### src/rtl/trap_pkg.sv
// trap_pkg: shared types, CSR addresses and mstatus update helpers for the trap sequencer
//   state_e      : sequencer states
//   CSR_*        : machine-mode CSR addresses touched by trap/return sequences
//   mstatus_trap : mstatus[12:0] after taking a trap
//   mstatus_mret : mstatus[12:0] after executing mret
package trap_pkg;

    typedef enum logic [2:0] {
        IDLE,
        T_EPC,
        T_CAUSE,
        T_STATUS,
        T_VEC,
        M_STATUS,
        M_EPC
    } state_e;

    localparam logic [11:0] CSR_MSTATUS = 12'h300;
    localparam logic [11:0] CSR_MTVEC   = 12'h305;
    localparam logic [11:0] CSR_MEPC    = 12'h341;
    localparam logic [11:0] CSR_MCAUSE  = 12'h342;

    localparam int MIE    = 3;
    localparam int MPIE   = 7;
    localparam int MPP_HI = 12;
    localparam int MPP_LO = 11;

    function automatic logic [12:0] mstatus_trap(input logic [12:0] x);
        logic [12:0] y;
        y = x;
        y[MPIE] = x[MIE];
        y[MIE] = 1'b0;
        y[MPP_HI:MPP_LO] = 2'b11;
        return y;
    endfunction

    function automatic logic [12:0] mstatus_mret(input logic [12:0] x);
        logic [12:0] y;
        y = x;
        y[MIE] = x[MPIE];
        y[MPIE] = 1'b1;
        y[MPP_HI:MPP_LO] = 2'b11;
        return y;
    endfunction

endpackage

### src/rtl/trap_seq.sv
// trap_seq: multi-cycle trap/mret sequencer owning the machine CSR file's single write port
//   clk, rst                              : clock, synchronous active-high reset
//   exc_valid/exc_cause/exc_pc/exc_ack    : exception request, held until exc_ack pulse
//   mret_valid/mret_ack                   : mret request, held until mret_ack pulse
//   csri_valid/csri_addr/csri_wdata/ready : CSR-instruction writes, passed through only in IDLE
//   csr_wen/csr_addr/csr_wdata/csr_rdata  : CSR file port (combinational read of csr_addr)
//   redirect_valid/redirect_pc            : fetch redirect pulse and target
//   busy                                  : sequence in progress
module trap_seq
    import trap_pkg::*;
#(
    parameter int DATA_WIDTH = 32
) (
    input  logic                  clk,
    input  logic                  rst,
    input  logic                  exc_valid,
    input  logic [DATA_WIDTH-1:0] exc_cause,
    input  logic [DATA_WIDTH-1:0] exc_pc,
    output logic                  exc_ack,
    input  logic                  mret_valid,
    output logic                  mret_ack,
    input  logic                  csri_valid,
    input  logic [11:0]           csri_addr,
    input  logic [DATA_WIDTH-1:0] csri_wdata,
    output logic                  csri_ready,
    output logic                  csr_wen,
    output logic [11:0]           csr_addr,
    output logic [DATA_WIDTH-1:0] csr_wdata,
    input  logic [DATA_WIDTH-1:0] csr_rdata,
    output logic                  redirect_valid,
    output logic [DATA_WIDTH-1:0] redirect_pc,
    output logic                  busy
);

    state_e                state_q, state_d;
    logic [DATA_WIDTH-1:0] cause_q, cause_d;
    logic [DATA_WIDTH-1:0] pc_q, pc_d;

    always_ff @(posedge clk) begin
        if (rst) begin
            state_q <= IDLE;
            cause_q <= '0;
            pc_q    <= '0;
        end else begin
            state_q <= state_d;
            cause_q <= cause_d;
            pc_q    <= pc_d;
        end
    end

    // Outputs are forced low while rst is asserted so an aborted sequence
    // never leaks a write, ack or redirect in the reset cycle itself.
    always_comb begin
        state_d        = state_q;
        cause_d        = cause_q;
        pc_d           = pc_q;
        exc_ack        = 1'b0;
        mret_ack       = 1'b0;
        csri_ready     = 1'b0;
        csr_wen        = 1'b0;
        csr_addr       = '0;
        csr_wdata      = '0;
        redirect_valid = 1'b0;
        redirect_pc    = '0;
        busy           = 1'b0;
        if (!rst) begin
            busy = state_q != IDLE;
            case (state_q)
                IDLE: begin
                    if (exc_valid) begin
                        state_d = T_EPC;
                        cause_d = exc_cause;
                        pc_d    = exc_pc;
                    end else if (mret_valid) begin
                        state_d = M_STATUS;
                    end else if (csri_valid) begin
                        csri_ready = 1'b1;
                        csr_wen    = 1'b1;
                        csr_addr   = csri_addr;
                        csr_wdata  = csri_wdata;
                    end
                end
                T_EPC: begin
                    csr_wen   = 1'b1;
                    csr_addr  = CSR_MEPC;
                    csr_wdata = pc_q;
                    state_d   = T_CAUSE;
                end
                T_CAUSE: begin
                    csr_wen   = 1'b1;
                    csr_addr  = CSR_MCAUSE;
                    csr_wdata = cause_q;
                    state_d   = T_STATUS;
                end
                T_STATUS: begin
                    csr_wen   = 1'b1;
                    csr_addr  = CSR_MSTATUS;
                    csr_wdata = {csr_rdata[DATA_WIDTH-1:13], mstatus_trap(csr_rdata[12:0])};
                    state_d   = T_VEC;
                end
                T_VEC: begin
                    // Only direct mode is supported, so the mode bits are simply dropped.
                    csr_addr       = CSR_MTVEC;
                    redirect_valid = 1'b1;
                    redirect_pc    = {csr_rdata[DATA_WIDTH-1:2], 2'b00};
                    exc_ack        = 1'b1;
                    state_d        = IDLE;
                end
                M_STATUS: begin
                    csr_wen   = 1'b1;
                    csr_addr  = CSR_MSTATUS;
                    csr_wdata = {csr_rdata[DATA_WIDTH-1:13], mstatus_mret(csr_rdata[12:0])};
                    state_d   = M_EPC;
                end
                M_EPC: begin
                    csr_addr       = CSR_MEPC;
                    redirect_valid = 1'b1;
                    redirect_pc    = csr_rdata;
                    mret_ack       = 1'b1;
                    state_d        = IDLE;
                end
                default: state_d = IDLE;
            endcase
        end
    end

endmodule

### config.mk
export PLATFORM = sky130hd
export DESIGN_NAME = trap_seq
export DESIGN_NICKNAME = d
export VERILOG_FILES = /design/src/rtl/trap_pkg.sv /design/src/rtl/trap_seq.sv
export SDC_FILE = /design/constraint.sdc
export NUM_CORES = 1
export LEC_CHECK = 0
export ABC_AREA = 1
export CAP_MARGIN = 20
export CORE_MARGIN = 4
export CORE_UTILIZATION = 35
export CTS_CLUSTER_DIAMETER = 30
export DETAILED_ROUTE_END_ITERATION = 8
export DONT_BUFFER_PORTS = 1
export GPL_TIMING_DRIVEN = 1
export PLACE_DENSITY_LB_ADDON = 0.1
export SYNTH_ARGS = -nofsm -noshare
export SYNTH_HDL_FRONTEND = slang
export SYNTH_SLANG_ARGS = --single-unit
### constraint.sdc
create_clock -name clk -period 4.8 [get_ports clk]
set_clock_uncertainty 0.15 [all_clocks]
set_input_delay 1.2 -clock clk [delete_from_list [all_inputs] [get_ports clk]]
set_output_delay 1.2 -clock clk [all_outputs]
set_load 0.02 [all_outputs]
Word level (Yosys, flattened, before mapping)
Index checks and enable logic that the tools add are counted.
- output and inout port bits: 82
- logic and storage cells: 46
- bits in registers: 67
- input bits: 145
- mux-type cells: 29
- equality and inequality tests: 7
- reduce and logical (&&, ||, !) cells: 7
- operator list (kind ; number):
    $mux W32 ; 5
    $pmux W32 S5 ; 1
    $pmux W32 S2 ; 1
    $pmux W12 S5 ; 1
    $mux W12 ; 4
    $pmux W3 S5 ; 1
    $mux W1 ; 13
    $eq A3 B3 Y1 const B ; 3
    $eq A3 B2 Y1 const B ; 2
    $mux W3 ; 2
    $reduce_or A2 Y1 ; 3
    $reduce_or A4 Y1 ; 1
    $eq A3 B1 Y1 const B ; 1
    $logic_not A3 Y1 ; 1
    $ne A3 B3 Y1 const B ; 1
    $reduce_bool A3 Y1 ; 1
    $pmux W1 S2 ; 1
    $reduce_and A2 Y1 ; 1

Depth between registers and ports, before layout
Gate-level depths: netlist of run 1.
- word-level depth: 5
- gate-level depth with buffers: 9
- mapped depth without buffers: 7

Worst setup path after synthesis of run 1
OpenSTA, ideal clock, no wires.
- kind: input to output
- start point: input exc_valid
- end point: output csr_addr[10]
- buffers on the path: 0
- path slack: 1.241 ns
- cell stages on the path: 7
- required time: 3.450 ns
- arrival time: 2.209 ns
- path through: inv_1 nand3_1 inv_1 nand2_1 nor2_2 inv_2 nor2_1
- word-level cells in the longest chain between the ends: 3
- ends and longest elaborated chain (element ; RTL line ; source):
    start: declaration ; trap_seq.sv:16 ; input logic exc_valid,
    $mux W12 ; trap_seq.sv:70 ; if (exc_valid) begin
    $pmux W12 S5 ; trap_seq.sv:68 ; case (state_q)
    $mux W12 ; trap_seq.sv:66 ; if (!rst) begin
    end: declaration ; trap_seq.sv:27 ; output logic [11:0] csr_addr,
No other way between the ends.

Worst setup path in the final report of run 1
- start point: register state_q[0]
- end point: output csr_wdata[7]
- word-level cells in the longest chain between the ends: 3
- elaborated cells on any way between the ends: 7
- classes of those cells: 4 x eq/ne; 2 x mux; 1 x reduce/logical
- ends and longest elaborated chain (element ; RTL line ; source):
    start: declaration ; trap_seq.sv:35 ; state_e state_q, state_d;
    start signal: assignment ; trap_seq.sv:45 ; state_q <= state_d;
    $eq A3 B3 Y1 (tied with other cells) ; trap_seq.sv:68 ;
    $pmux W32 S5 (*) ; trap_seq.sv:68 ;
    $mux W32 (*) ; trap_seq.sv:66 ;
    end: declaration ; trap_seq.sv:28 ; output logic [DATA_WIDTH-1:0] csr_wdata,
Mark *: on every way between the ends. The rest lies on a longest branch, timed or not.

==> impl_summary.txt, run 1 <==
----------------------------------------------------
[Power]
  Maximum vdd drop ... 0.181 mV
  Cell leakage power ... 0.00201 uW
  Power density normalized to cell area ... 450 nW/um2

[Cells and area]
  FF+latch area ... 1340 um2
  Area growth, synth to finish ... 4.13%
  Final layout net count ... 839
  Antenna fix cells ... 0
  Final std cell area, no fill ... 4920 um2
  Fillers ... 1452
  Footprint of the multi-input gates ... 2740 um2
  Share of layout cells above drive strength 1 ... 8.44%

[Worst setup path]
  Destination of the worst register-to-register timing path ... cause_q[14]
  Data arrival at the endpoint of the critical path ... 2.79 ns
  Cell-by-cell listing of the critical path ... inv_4, nor2_4, o21ai_0, nand3_1, nor2_1, nor2_1
  Critical path's slowest cell ... dfxtp_2
  Nature of the critical path endpoint ... primary output
  Critical Setup Path Class ... reg -> out
  Launching point of the worst reg2reg path ... state_q[0]
  Startpoint type of the worst setup path ... flop
  Crit path capture ... csr_wdata[7]
  Worst EP required ... 3.45 ns
  Number of cell instances on the worst register-to-register path ... 9
  Internal reg-to-reg setup slack ... 1.56 ns
  Top cell by count, worst path ... nor2_1
  Beginning of the critical path ... state_q[0]
  Cell family contributing the most delay on the critical path ... simple AND/OR/NAND/NOR gates
  Count of cell instances traversed by the critical path ... 6
  Critical path buffers and inverters ... 1
  Biggest cell delay along the critical path ... 0.85 ns
  Maximum net fanout on the critical path ... 41

[Logic synthesis]
  Post-synth EDFFs ... 0
  Share of the synthesized area in the top cell type ... 28.4%
  Primary flip-flop cell chosen by synthesis mapping ... dfxtp_1
  Share of async-settable or async-resettable flops after synthesis ... 0%
  Ranking of synthesized cells by instance count ... nand2_1 (171), nand4_1 (106), a21oi_1 (98)
  Number of nets in the synthesized netlist ... 896
  Dominant cells by area after synthesis ... dfxtp_1 (28%), nand4_1 (14%), nand2_1 (14%)
  Synthesis warning total ... 0
  Sequential area share after synthesis ... 28.4%
  Most repeated cell in the gate-level netlist after synthesis ... nand2_1
  Total of flip-flops plus latches after synthesis ... 67
  Unique cell type count in the Yosys netlist ... 25
  Synthesized instance count ... 751
  Post-synthesis cell type with the largest combined area ... dfxtp_1
  Cell area after technology mapping ... 4720 um2
  Average size of a mapped cell ... 6.29 um2

[Drt]
  DRT Wirelength ... 17100 um
  Total number of vias ... 4917
  Via-to-Cell Ratio ... 5.62
  Number of antenna-violating nets in the routed design ... 0
  DRT Pass-1 Iters ... 5
  Violation count after the first detailed-routing iteration ... 344
  Post-route DRC violation count ... 0
  Routed wire per std cell ... 19.5 um

[Die]
  Floorplan Core Area ... 13200 um2
  Floorplan die area ... 15400 um2
  Number of placement rows ... 42
  Die span in y ... 124 um
  # IOs ... 227
  Chip width ... 124 um
  Starting density of the core ... 35.7%

[Clocking]
  Worst-case clock buffer depth ... 2
  CTS tree ... yes
  Resized cells post-CTS ... 0
  Clock latency of the later-clocked register in the worst-skew pair ... 0.33 ns
  Num Clock Sinks ... 67
  Clock-pin slew of the registers on the worst-case setup and hold paths ... 0.06 ns
  Setup Buffers After CTS ... 0
  Hold buffers post-CTS ... 0
  Maximum level of the CTS H-tree ... 3
  CTS root buf ... clkbuf_16
  TritonCTS Buffers ... 9

[Global routing]
  Met2 capacity usage during global routing ... 30.6%
  Busiest metal layer after global routing ... met1
  Number of antenna violations at the first check in global routing ... 0
  Global-route wire length before repair ... 24800 um
  Met1 track demand over resource ... 30.6%
  Overall routing resource usage ... 20.9%
  Met3 capacity usage during global routing ... 4.95%
  Total congestion overflow ... 0
  Number of global-route vias before repair ... 4348
  Largest net degree at the start of global routing ... 111

[STA]
  Pins Over Slew Limit ... 0
  Final worst path period share ... 86.2%
  Unrepaired setup endpoints after global routing ... no
  Slew at the pin closest to its max-slew limit ... 0.799 ns
  Total count of hold-check failures in the final report ... 0
  Maximum clock rate ... 242 MHz
  Min Clock Period, post-route ... 4.14 ns
  Worst slew margin relative to its limit ... 46.8%
  Final-layout setup total negative slack ... 0 ns
  Number of failing setup endpoints in the final timing report ... 0

[Placed design]
  Last weighted congestion value of the routability-driven placer ... 0.849
  Half-perimeter wire length after placement ... 11900 um
  Placed Instance Area ... 4600 um2
  Number of I/O port buffers ... 0

[Hold path]
  Worst min path class ... reg -> reg

[Flow run]
  Count of max-cap constraint violations ... 0

[Status]
  Run status ... complete, no violations

----------------------------------------------------
[worst register-to-register path, delay by kind of cell (launching register included)]
family | cells | cell delay [ns]
buffers and inverters | 4 | 1.44
AND/OR/NAND/NOR | 4 | 0.92
flip-flops | 1 | 0.56
AO/OA/AOI/OAI | 1 | 0.06
[layout by cell type (no fill, tap or decap), types with 4 or more instances in the layout]
| cell | Yosys | layout |
|---|---|---|
| nand3_2 | 20 | 20 |
| a21oi_1 | 98 | 98 |
| inv_1 | 45 | 45 |
| inv_2 | 4 | 4 |
| buf_4 | 10 | 8 |
| clkinvlp_4 | 0 | 4 |
| nand3_1 | 69 | 69 |
| clkbuf_16 | 0 | 9 |
| dfxtp_1 | 67 | 65 |
| nor2_1 | 79 | 79 |
| nand2_1 | 171 | 171 |
| nand4_1 | 106 | 106 |
[registers in the layout, summed over array words and instances, names as in the netlist]
| register | cells |
|---|---|
| cause_q | 32 |
| pc_q | 32 |
| state_q | 3 |
[layer usage]
layer / wire length (um) / vias up / part of all wire (%)
met5: 0 / - / 0
met1: 7900 / 2234 / 46
met2: 7450 / 231 / 44
li1: - / 2441 / -
met3: 1550 / 11 / 9.1
met4: 168 / 0 / 0.98
[power by group]
part | internal [uW] | switching, uW
clock network | 454 | 246
registers | 633 | 84.6
logic | 195 | 598
[how the worst min path moves through the flow]
stage	startpoint	cells past startpoint	to
after floorplan	pc_q[7]	2	pc_q[7]
after global placement	cause_q[4]	2	cause_q[4]
after detailed placement	cause_q[0]	2	cause_q[0]
after CTS	cause_q[0]	2	cause_q[0]
after global routing	cause_q[17]	2	cause_q[17]
final	cause_q[8]	2	cause_q[8]
[area by class of cell]
type | instances | share of cell area (%)
Tap cell | 176 | 4.48
Inverter | 51 | 3.99
Timing Repair Buffer | 10 | 2.03
Clock buffer | 10 | 4.65
Clock inverter | 6 | 1.83
Multi-Input combinational cell | 555 | 55.7
Sequential cell | 67 | 27.3
[stage by stage]
stage / total power, uW / cells / setup WS [ns] / hold slack (ns) / util (%)
finish: 2210 / 875 / 0.660 / 0.309 / 37.2
global route: 2350 / 875 / 0.453 / 0.320 / 37.2
CTS: 2240 / 875 / 0.610 / 0.305 / 37.2
detailed placement: 1530 / 859 / 0.794 / 0.296 / 34.7
global placement: 1510 / 858 / 0.867 / 0.294 / 34.6
floorplan: 1430 / 751 / 1.24 / 0.286 / -
[cell families after synthesis]
group | count (synthesis) | synth area share, %
AND/OR/NAND/NOR | 454 | 47.3
AO/OA/AOI/OAI | 101 | 10.7
buffers and inverters | 129 | 13.6
flip-flops | 67 | 28.4
No activity file was read; power rests on OpenSTA's default activity.
==> run 2: changes to the inputs <==
- GPL_ROUTABILITY_DRIVEN: default -> 0
==> results of run 2 <==
No change in the layout: final DEF, timing and power equal those of run 1.
==> run 3: changes to the inputs <==
- CORE_MARGIN: 4 -> default
- CTS_CLUSTER_DIAMETER: 30 -> 100
==> run 3 against run 2 <==
Effect of this change: register-to-register slack improved by 0.16 ns; combinational power decreased by 2%; hold slack worse by 0.0015 ns; total power increased by 3.6%; global-route usage is 2.0 points higher; clock power is 11% higher; critical endpoint is now csr_addr[0].
==> impl_summary.txt, run 3 (synthesis gave the netlist of run 1 again) <==
----------------------------------------------------
[Status]
  Run status ... complete, no violations

[Drt]
  DRT Pass-1 Iters ... 5
  Number of antenna-violating nets in the routed design ... 0
  Routed wire per std cell ... 18.9 um
  DRT Wirelength ... 16500 um
  Post-route DRC violation count ... 0
  Violation count after the first detailed-routing iteration ... 351
  Total number of vias ... 4932
  Via-to-Cell Ratio ... 5.64

[Clocking]
  Resized cells post-CTS ... 0
  Maximum level of the CTS H-tree ... 3
  CTS root buf ... clkbuf_16
  TritonCTS Buffers ... 9
  Num Clock Sinks ... 67
  Worst-case clock buffer depth ... 2
  Clock-pin slew of the registers on the worst-case setup and hold paths ... 0.05 ns
  Hold buffers post-CTS ... 0
  Clock latency of the later-clocked register in the worst-skew pair ... 0.33 ns
  Setup Buffers After CTS ... 0
  CTS tree ... yes

[STA]
  Final worst path period share ... 88.9%
  Pins Over Slew Limit ... 0
  Final-layout setup total negative slack ... 0 ns
  Min Clock Period, post-route ... 4.27 ns
  Number of failing setup endpoints in the final timing report ... 0
  Worst slew margin relative to its limit ... 39.6%
  Slew at the pin closest to its max-slew limit ... 0.907 ns
  Unrepaired setup endpoints after global routing ... no
  Maximum clock rate ... 234 MHz
  Final-layout worst hold slack ... 0.307 ns
  Total count of hold-check failures in the final report ... 0

[Cells and area]
  Final layout net count ... 838
  Antenna fix cells ... 0
  Most used cells in the layout excluding fill and tap cells ... nand2_1 (171), nand4_1 (106), a21oi_1 (98)
  Fin cells ... 874
  Leading cell type in the layout, fill and taps excluded ... nand2_1
  Area growth, synth to finish ... 4.85%
  Share of layout cells above drive strength 1 ... 8.45%
  Fillers ... 1466
  Largest registers in the final layout ... cause_q: 32 flops, pc_q: 32 flops, state_q: 3 flops

[Die]
  # IOs ... 227
  Starting density of the core ... 35.8%
  Number of placement rows ... 42
  Floorplan die area ... 14000 um2
  Chip width ... 118 um
  Floorplan Core Area ... 13200 um2
  Die span in y ... 118 um

[Hold path]
  Cell depth of the worst min-delay path ... 2
  Worst min path class ... reg -> reg

[Global routing]
  Largest net degree at the start of global routing ... 111
  Global-route wire length before repair ... 24700 um
  Overall routing resource usage ... 22.9%
  Number of antenna violations at the first check in global routing ... 0
  Total congestion overflow ... 0
  Number of global-route vias before repair ... 4390

[Power]
  Power density normalized to cell area ... 463 nW/um2
  Maximum vdd drop ... 0.210 mV
  Post-route total power ... 2290 uW
  Cell leakage power ... 0.00204 uW

[Worst setup path]
  Number of cell instances on the worst register-to-register path ... 8
  Startpoint type of the worst setup path ... flop
  Worst EP required ... 3.45 ns
  Internal reg-to-reg setup slack ... 1.72 ns
  Maximum net fanout on the critical path ... 37
  Destination of the worst register-to-register timing path ... pc_q[17]
  Beginning of the critical path ... state_q[0]
  Critical Setup Path Class ... reg -> out
  Crit path capture ... csr_addr[0]
  Nature of the critical path endpoint ... primary output
  Data arrival at the endpoint of the critical path ... 2.92 ns
  Launching point of the worst reg2reg path ... state_q[1]

[Placed design]
  Instance count after placement with tap cells included ... 858
  Half-perimeter wire length after placement ... 11300 um
  Number of I/O port buffers ... 0

[Flow run]
  Count of max-cap constraint violations ... 0

----------------------------------------------------
run 3: changes by cell type in the layout (fill, tap and decap cells not counted), sizes merged:
cell,before,now
buf,10,9
clkinv,0,1
clkbuf,10,11
inv,51,52
clkinvlp,4,0
bufinv,2,3
run 3: layout make-up:
type	count	area, um2	area share [%]
Timing Repair Buffer	9	92.6	1.87
Sequential cell	67	1340	27.1
Inverter	51	196	3.97
Clock buffer	11	253	5.10
Tap cell	176	220	4.45
Clock inverter	5	108	2.17
Multi-Input combinational cell	555	2740	55.3
run 3: through the flow:
stage	instance area, um2	utilization (%)	setup WS [ns]
floorplan	4720	-	1.24
global placement	4570	34.7	0.862
detailed placement	4590	34.8	0.847
CTS	4950	37.6	0.489
global route	4950	37.6	0.326
finish	4950	37.6	0.532
run 3: worst min path at each step:
stage | startpoint | end | slack [ns]
floorplan | pc_q[7] | pc_q[7] | 0.29
global placement | pc_q[18] | pc_q[18] | 0.29
detailed placement | pc_q[23] | pc_q[23] | 0.30
CTS | pc_q[23] | pc_q[23] | 0.31
global route | cause_q[17] | cause_q[17] | 0.32
finish | pc_q[29] | pc_q[29] | 0.31
run 3: layer usage:
layer	vias up	track usage (%)	part of all wire [%]	routed length [um]
met5	-	0	0	0
met4	0	8.41	2.2	358
met3	24	6.32	8.8	1450
met2	219	33.5	43	7160
met1	2251	32.0	46	7570
li1	2438	-	-	-
run 3: critical path: stages, from the launching register on:
cell and delay [ns]:
dfxtp_2 0.83, inv_4 0.38, nor2_4 0.53, nand2_1 0.26
nand2_1 0.14, a21oi_1 0.07, nor2_1 0.36
run 3: power by group:
group | internal [uW] | leakage [uW] | switching, uW | total (uW)
Combinational | 193 | 0.00132 | 586 | 779
Sequential | 633 | 0.000549 | 98.3 | 732
Clock | 538 | 0.000176 | 243 | 781
